`src/rtl/nibble_logger_pkg.sv`:
```
// Shared types and sizing for the nibble change logger.
// NIBBLE_LOGGER_TS_EN selects whether FIFO entries carry a timestamp.
package nibble_logger_pkg;

    typedef enum logic {
        IDLE,
        TRACK
    } state_e;

    localparam int unsigned DEF_DATA_W = 4;
    localparam int unsigned DEF_TS_W   = 12;
    localparam int unsigned DEF_DEPTH  = 8;

`ifdef NIBBLE_LOGGER_TS_EN
    localparam bit TS_EN = 1'b1;
`else
    localparam bit TS_EN = 1'b0;
`endif

    // Stored entry width: value plus timestamp only when timestamps are built.
    function automatic int unsigned entry_w(input int unsigned data_w, input int unsigned ts_w);
        return TS_EN ? (data_w + ts_w) : data_w;
    endfunction

    localparam int unsigned ENTRY_W = entry_w(DEF_DATA_W, DEF_TS_W);

endpackage

```
`src/rtl/logger_fifo.sv`:
```
// Synchronous FIFO for logger entries; storage unreset, pointers/count reset.
// A push into a full FIFO is accepted only when a pop happens the same cycle.
module logger_fifo #(
    parameter int unsigned DEPTH = 8,
    parameter int unsigned WIDTH = 16
) (
    input  logic                     clk,
    input  logic                     rst_n,
    input  logic                     push_i,
    input  logic                     pop_i,
    input  logic [WIDTH-1:0]         wdata_i,
    output logic [WIDTH-1:0]         rdata_o,
    output logic [$clog2(DEPTH):0]   count_o,
    output logic                     full_o,
    output logic                     empty_o
);

    localparam int unsigned PTR_W = $clog2(DEPTH);
    localparam logic [PTR_W:0] FULL_CNT = (PTR_W + 1)'(DEPTH);

    logic [WIDTH-1:0] mem_q [DEPTH];
    logic [PTR_W-1:0] wr_ptr_q, wr_ptr_d;
    logic [PTR_W-1:0] rd_ptr_q, rd_ptr_d;
    logic [PTR_W:0]   count_q, count_d;
    logic             wr_en, rd_en;

    assign full_o  = (count_q == FULL_CNT);
    assign empty_o = (count_q == '0);
    assign count_o = count_q;

    assign rd_en = pop_i && !empty_o;
    // When full, the write slot equals the head slot being popped this cycle.
    assign wr_en = push_i && (!full_o || rd_en);

    assign rdata_o = empty_o ? '0 : mem_q[rd_ptr_q];

    always_comb begin
        wr_ptr_d = wr_ptr_q;
        rd_ptr_d = rd_ptr_q;
        count_d  = count_q;
        if (wr_en) wr_ptr_d = wr_ptr_q + 1'b1;
        if (rd_en) rd_ptr_d = rd_ptr_q + 1'b1;
        unique case ({wr_en, rd_en})
            2'b10:   count_d = count_q + 1'b1;
            2'b01:   count_d = count_q - 1'b1;
            default: count_d = count_q;
        endcase
    end

    always_ff @(posedge clk or negedge rst_n) begin
        if (!rst_n) begin
            wr_ptr_q <= '0;
            rd_ptr_q <= '0;
            count_q  <= '0;
        end else begin
            wr_ptr_q <= wr_ptr_d;
            rd_ptr_q <= rd_ptr_d;
            count_q  <= count_d;
        end
    end

    always_ff @(posedge clk) begin
        if (wr_en) mem_q[wr_ptr_q] <= wdata_i;
    end

endmodule

```
`src/rtl/nibble_change_logger.sv`:
```
// Records every change of the observed word as a {timestamp, value} FIFO entry.
// NIBBLE_LOGGER_TS_EN builds the timestamp counter; otherwise out_ts is 0.
module nibble_change_logger
    import nibble_logger_pkg::*;
#(
    parameter int unsigned DATA_W = DEF_DATA_W,
    parameter int unsigned TS_W   = DEF_TS_W,
    parameter int unsigned DEPTH  = DEF_DEPTH
) (
    input  logic                     clk,
    input  logic                     rst_n,
    input  logic [DATA_W-1:0]        in_data,
    input  logic                     enable,
    input  logic                     ovf_clr,
    output logic                     out_valid,
    input  logic                     out_ready,
    output logic [DATA_W-1:0]        out_data,
    output logic [TS_W-1:0]          out_ts,
    output logic [$clog2(DEPTH):0]   count,
    output logic                     overflow
);

    localparam int unsigned EW = entry_w(DATA_W, TS_W);

    state_e            state_q;
    logic [DATA_W-1:0] prev_q, prev_d;
    logic              ovf_q, ovf_d;
    logic              evt, pop, full, empty;
    logic [EW-1:0]     wdata, rdata;

    assign evt = enable && ((state_q == IDLE) || (in_data != prev_q));
    assign pop = !empty && out_ready;

    assign out_valid = !empty;
    assign overflow  = ovf_q;

    always_comb begin
        prev_d = enable ? in_data : prev_q;
        ovf_d  = ovf_q;
        if (ovf_clr) ovf_d = 1'b0;
        // A dropped event in the same cycle as a clear leaves the flag set.
        if (evt && full && !pop) ovf_d = 1'b1;
    end

    always_ff @(posedge clk or negedge rst_n) begin
        if (!rst_n) begin
            state_q <= IDLE;
            prev_q  <= '0;
            ovf_q   <= 1'b0;
        end else begin
            prev_q <= prev_d;
            ovf_q  <= ovf_d;
            unique case (state_q)
                IDLE:    if (enable)  state_q <= TRACK;
                TRACK:   if (!enable) state_q <= IDLE;
                default: state_q <= IDLE;
            endcase
        end
    end

`ifdef NIBBLE_LOGGER_TS_EN
    logic [TS_W-1:0] ts_q, ts_d;

    assign ts_d     = enable ? (ts_q + 1'b1) : ts_q;
    assign wdata    = {ts_q, in_data};
    assign out_data = rdata[DATA_W-1:0];
    assign out_ts   = rdata[EW-1 -: TS_W];

    always_ff @(posedge clk or negedge rst_n) begin
        if (!rst_n) ts_q <= '0;
        else        ts_q <= ts_d;
    end
`else
    assign wdata    = in_data;
    assign out_data = rdata;
    assign out_ts   = '0;
`endif

    logger_fifo #(
        .DEPTH (DEPTH),
        .WIDTH (EW)
    ) u_fifo (
        .clk     (clk),
        .rst_n   (rst_n),
        .push_i  (evt),
        .pop_i   (pop),
        .wdata_i (wdata),
        .rdata_o (rdata),
        .count_o (count),
        .full_o  (full),
        .empty_o (empty)
    );

endmodule

```
`config.mk`:
```
export PLATFORM = sky130hd
export DESIGN_NAME = nibble_change_logger
export DESIGN_NICKNAME = d
export VERILOG_FILES = /design/src/rtl/nibble_logger_pkg.sv /design/src/rtl/logger_fifo.sv /design/src/rtl/nibble_change_logger.sv
export SDC_FILE = /design/constraint.sdc
export NUM_CORES = 1
export LEC_CHECK = 0
export BUFFER_PORTS_ARGS = -buffer_cell sky130_fd_sc_hd__buf_2
export CELL_PAD_IN_SITES_DETAIL_PLACEMENT = 2
export CELL_PAD_IN_SITES_GLOBAL_PLACEMENT = 2
export CORE_MARGIN = 4
export CORE_UTILIZATION = 41
export DETAILED_ROUTE_END_ITERATION = 16
export PLACE_DENSITY_LB_ADDON = 0.08
export SLEW_MARGIN = 20
export SYNTH_ARGS = -nofsm -noshare
export SYNTH_HDL_FRONTEND = slang
export SYNTH_SLANG_ARGS = --single-unit
```
`constraint.sdc`:
```
create_clock -name clk -period 2.4 [get_ports clk]
set_input_delay 0.48 -clock clk [delete_from_list [all_inputs] [get_ports clk]]
set_output_delay 0.48 -clock clk [all_outputs]
set_load 0.01 [all_outputs]
```
; ---- Yosys cells after proc, flatten, opt, wreduce, memory -nomap -nowiden
; Memories as Yosys holds them, arrays and structs flattened.
; Index checks and enable logic that the tools add are counted.
[op_classes]
div = 0
bitwise = 1
order_cmp = 0
n_reduce_logical = 14
multipliers = 0
eq_ne = 4
n_mux = 7
n_shift = 0
add_sub_neg = 4
[ops]
columns = operator, count
row1 = 4-bit one-hot mux with 2 select lines, 1
row2 = "3-bit by 1-bit adder with 3-bit output, second input constant", 2
row3 = 1-bit logical AND, 6
row4 = 1-bit 2-to-1 mux, 5
row5 = "4-bit by 1-bit adder with 4-bit output, second input constant", 1
row6 = "4-bit equality test, second input constant", 1
row7 = 4-bit logical NOT, 1
row8 = 4-bit 2-to-1 mux, 1
row9 = 4-bit != test, 1
row10 = 2-bit nonzero test, 2
row11 = "4-bit by 1-bit subtractor with 4-bit output, second input constant", 1
row12 = 1-bit logical NOT, 3
row13 = "2-bit by 1-bit equality test with 1-bit output, second input constant", 1
row14 = "2-bit equality test, second input constant", 1
row15 = 1-bit logical OR, 2
row16 = 1-bit NOT, 1
[word_totals]
wordCells = 37
ram_bits = 32
regBits = 16
romBits = 0
latch_bits = 0
n_memories = 1
in_bits = 9
[memory_table]
columns = name, words, word_bits, rd, rd_clocked_by_memory_dff, write_ports, line
row1 = u_fifo.mem_q, 8, 4, 1, 0, 1, logger_fifo.sv:21  ; logic [WIDTH-1:0] mem_q [DEPTH];

; ---- Logic depth before layout (Yosys ltp)
[depth]
word_depth = 8
depth_mapped = 12

; ---- Modules after synthesis
; Synthesis repeated with hierarchy kept, for this count alone.
[hier_totals]
hier_cells = 171
hier_area_um2 = 2378.5
[modules_own_cells]
columns = module, cells_per_inst, area_each_um2, n_inst
row1 = logger_fifo, 134, 1989.4, 1
row2 = nibble_change_logger, 37, 389.1, 1

; ---- Worst setup path after synthesis
; OpenSTA, ideal clock, no wires.
[synth_path]
path_kind = flip-flop to flip-flop
startpoint = register u_fifo.count_q[2] (netlist: u_fifo.count_o[2])
endpoint = register u_fifo.count_q[2] (netlist: u_fifo.count_o[2])
synth_period_minus_slack_ps = 2317
stages_incl_launch_ff = 12
arrival_ps = 2182
required_time_ps = 2265
setup_ps = 135
slack_ps = 83
cell_sequence = dfrtp_1 nor4_4 inv_2 nand2_2 inv_1 ha_1 xor2_1 ha_1 a21oi_1 xor2_1 nor2_1 xor2_1
[synth_via]
elab_chain_len = 8
word_cells_on_any_way = 14
[synth_lines]
columns = element, line
row1 = from (decl), logger_fifo.sv:24  ; logic [PTR_W:0] count_q, count_d;
row2 = from (signal assigned), logger_fifo.sv:58  ; count_q <= count_d;
row3 = 4-bit logical NOT (*), logger_fifo.sv:28  ; assign empty_o = (count_q == '0);
row4 = 1-bit logical NOT (*), -
row5 = named net out_valid, nibble_change_logger.sv:15  ; output logic out_valid,
row6 = 1-bit logical AND, nibble_change_logger.sv:32  ; assign pop = !empty && out_ready;
row7 = 1-bit logical AND (*), logger_fifo.sv:31  ; assign rd_en = pop_i && !empty_o;
row8 = named net u_fifo.rd_en, logger_fifo.sv:25  ; logic wr_en, rd_en;
row9 = 1-bit logical OR, logger_fifo.sv:33  ; assign wr_en = push_i && (!full_o || rd_en);
row10 = 1-bit logical AND, logger_fifo.sv:33
row11 = 2-bit by 1-bit equality test with 1-bit output or 2-bit equality test (tied branches), logger_fifo.sv:43  ; unique case ({wr_en, rd_en})
row12 = 4-bit one-hot mux with 2 select lines or 2-bit nonzero test (tied branches), -
; Mark *: on every way through the listed nets, which the timed path passes. The rest lies on a longest branch.
; A chain may end at the register's enable or synchronous reset.

; ---- Worst setup path after layout
[layout_path]
startpoint = register u_fifo.count_q[1] (netlist: u_fifo.count_o[1])
endpoint = register u_fifo.count_q[2] (netlist: u_fifo.count_o[2])
[layout_via]
elab_chain_len = 8
word_cells_on_any_way = 14
[layout_lines]
columns = element, line
row1 = 4-bit logical NOT (*), logger_fifo.sv:28
row2 = 1-bit logical NOT (*), "logger_fifo.sv:31, nibble_change_logger.sv:32"
row3 = 1-bit logical AND, nibble_change_logger.sv:32
row4 = 1-bit logical AND (*), logger_fifo.sv:31
row5 = named net u_fifo.rd_en, logger_fifo.sv:25
row6 = 1-bit logical OR, logger_fifo.sv:33
row7 = 1-bit logical AND, logger_fifo.sv:33
row8 = 2-bit by 1-bit equality test with 1-bit output or 2-bit equality test (tied branches), logger_fifo.sv:43
row9 = 4-bit one-hot mux with 2 select lines or 2-bit nonzero test (tied branches), -
; Marks and branches as above.

==> impl_metrics.tcl <==
set metrics [dict create \
    wl_per_cell_microns 20.86 \
    core_area_sq_mm 0.005238 \
    ys_seq_elements 48 \
    die_h_microns 82.49 \
    cts_sinks 48 \
    diodes 0 \
    antenna_found_initial 0 \
    hold_path_class "in2async" \
    start_util 0.4343 \
    ir_drop_uv 426.3 \
    nFillCells 518 \
    first_iter_violations 71 \
    syn_inst 145 \
    cp.required_ps 2590 \
    p_leak_nw 0.9948 \
    synth_top_area_share 0.4224 \
    dp_hpwl_mm 3.838 \
    fin_ws_ps 120.7 \
    final_cells 245 \
    crit_slowest_cell "dfrtp_2" \
    cts_max_path_buffers 2 \
    routed_wl_mm 5.110 \
    fin_area_sq_mm 0.002584 \
    drive_gt1_frac 0.3771 \
    dp_slack_ps -142.8 \
    holdBufCountCts 0 \
    clkTransAtPathRegs_ps 90 \
    worstSkewPairLatency_ps 300 \
    async_flop_share 0.3333 \
    fp.dieArea_sq_mm 0.006804 \
    synth_edf_count 32 \
    layout_commonest_cell "edfxtp_1" \
    p_per_area_mw_per_mm2 1155 \
    finClkSkew_ps 12.33 \
    gp_congestion 0.7300 \
    critical_path_class "reg2reg" \
    fmax_mhz 438.7 \
    num_vias 1273 \
    path_max_fanout 5 \
    post-route-util 0.4933 \
    ys.flop_type "edfxtp_1" \
    rows 26 \
    start_kind "register" \
    p_switching_mw 1.028 \
    syn_avg_cell_area_sq_um 15.69 \
    clockPowerShare 0.190 \
    grt_overflow 0 \
    path_common_cell "xor2_1" \
    worstPathCellList "nor4_4, inv_2, nand2_2, inv_1, ha_2, xor2_1, ha_1, a21oi_1, xor2_1, nor2_1, xor2_1" \
    grt_util_all_layers 0.1684 \
    grt_max_degree 17 \
    setup_viol_count_final 0 \
    first_pass_iters 4 \
    crit_arrival_ps 2470 \
    yosys.area.top_type "edfxtp_1" \
    cpPeakStageDelay_ps 450 \
    final_cell_mix "32 x edfxtp_1, 18 x buf_2, 15 x dfrtp_1" \
    cap_violations 0 \
    seq_area_sq_mm 0.001363 \
    finalCritPeriodShare 0.9497 \
    synth_cell_types 38 \
    via_per_inst 5.196 \
    grt_pass1_vias 1420 \
    nets 188 \
    regToRegSetupSlack_ps 120 \
    holdWs_ps 82.30 \
    power_mw 2.984 \
    portBuffers 18 \
    numCtsBuffers 5 \
    ys_seq_area_frac 0.5985 \
    p_sw_frac 0.3445 \
    final_max_slew_viol_count 0 \
    comb_power_share 0.373 \
    place_inst 236 \
    syn_to_final_growth_pct 13.59 \
    report.final.hold_viol_count 0 \
    multiInputGateArea_sq_um 809.5 \
    drc 0 \
    root_buffer "clkbuf_8" \
    intPower_mw 1.956 \
    syn-cell-area_sq_mm 0.002275 \
    ys_top_cells_by_area "edfxtp_1 42%, dfrtp_1 18%, mux4_2 7.9%" \
    dpl_cell_area_sq_mm 0.002456 \
    io_pins 31 \
    tns_ps 0 \
    ant_nets 0 \
    die_x_microns 82.49 \
    rsz0062_at_grt "false" \
    fin_crit_ps 2279 \
    grt_pass1_wl_mm 8.066 \
    yosys_warnings 0 \
    crit_path_end_kind "register" \
    status "complete, no violations" \
    pwr-share-seq 0.437 \
    htreeDepth 2 \
    cts_tree "built" \
]
==> power by group through the flow <==
stage	combinational, mW	clock (mW)	sequential [mW]
after detailed placement	1.11	0	1.32
after CTS	1.13	0.578	1.30
after global placement	1.04	0	1.29
after global routing	1.24	0.618	1.33
after floorplan	0.823	0	1.19
final	1.11	0.567	1.30
==> layer usage <==
| layer | wire (microns) | vias to the layer above | track usage |
|---|---|---|---|
| met3 | 230 | 5 | 0.02820 |
| met4 | 48 | 0 | 0.03987 |
| met2 | 2802 | 35 | 0.3109 |
| li1 | - | 566 | - |
| met5 | 0 | - | 0 |
| met1 | 2028 | 667 | 0.2031 |
==> final cells by class <==
type | count | area share
tap | 70 | 0.03390
sequential | 48 | 0.5274
clock buffer | 5 | 0.02663
inverter | 4 | 0.005811
multi-input combinational | 83 | 0.3133
clock inverter | 3 | 0.01453
timing repair buffer | 32 | 0.07845
==> worst paths after layout <==
check | from | endpoint | cells past startpoint
worst max-delay path | u_fifo.count_o[1] | u_fifo.count_o[2] | 11
worst min-delay path | rst_n | u_fifo.count_o[2] | 1
worst max register to register | u_fifo.count_o[1] | u_fifo.count_o[2] | 11
worst min register to register | overflow | overflow | 2
max in group asynchronous | rst_n | u_fifo.count_o[1] | 1
min in group clk | ovf_clr | overflow | 2
==> sequential cells by signal, indices dropped and copies added (netlist names) <==
register	count
u_fifo.wr_ptr_q	3
u_fifo.rd_ptr_q	3
u_fifo.mem_q	32
prev_q	4
state_q	1
overflow	1
u_fifo.count_o	4
==> cells in the mapped netlist, types with 2 or more instances <==
library cell  number
a21oi_1            2
buf_1              3
buf_2              2
buf_4             12
clkbuf_1           2
dfrtp_1           16
edfxtp_1          32
ha_1               5
inv_1              3
mux2_2             6
mux2i_1            5
mux4_2             8
nand2_1            2
nand3_1            3
nand3b_1           2
nor2_1             8
nor4b_2            2
xnor2_1            9
xor2_1             4
==> worst max-delay path, delay by kind of cell (launching register included) <==
kind	cells	cell delay [ps]
compound gates	1	140
simple gates	3	500
xor+xnor	3	490
flops	1	450
buf+inv	2	180
fa+ha+maj	2	410
==> logic make-up (layout without fill, tap and decap cells) <==
kind of cell / after synthesis / after routing / synth area share
buffers and inverters: 25 / 44 / 0.06600
adders and majority gates: 5 / 5 / 0.02750
DFF: 48 / 48 / 0.5985
muxes: 20 / 20 / 0.1359
AOI/OAI and AO/OA: 6 / 6 / 0.01980
other: 1 / 12 / 0.001649
xor gates and xnor gates: 13 / 13 / 0.05006
and+or+nand+nor: 27 / 27 / 0.1007
==> what timing repair did <==
item / 4_1_cts / 5_1_grt
setup endpoints to repair: 0 / 3
buffers inserted: 0 / 1
endpoints found under the hold margin: 0 / 0
gates resized for setup: 0 / 5
No activity file was read; power rests on OpenSTA's default activity.
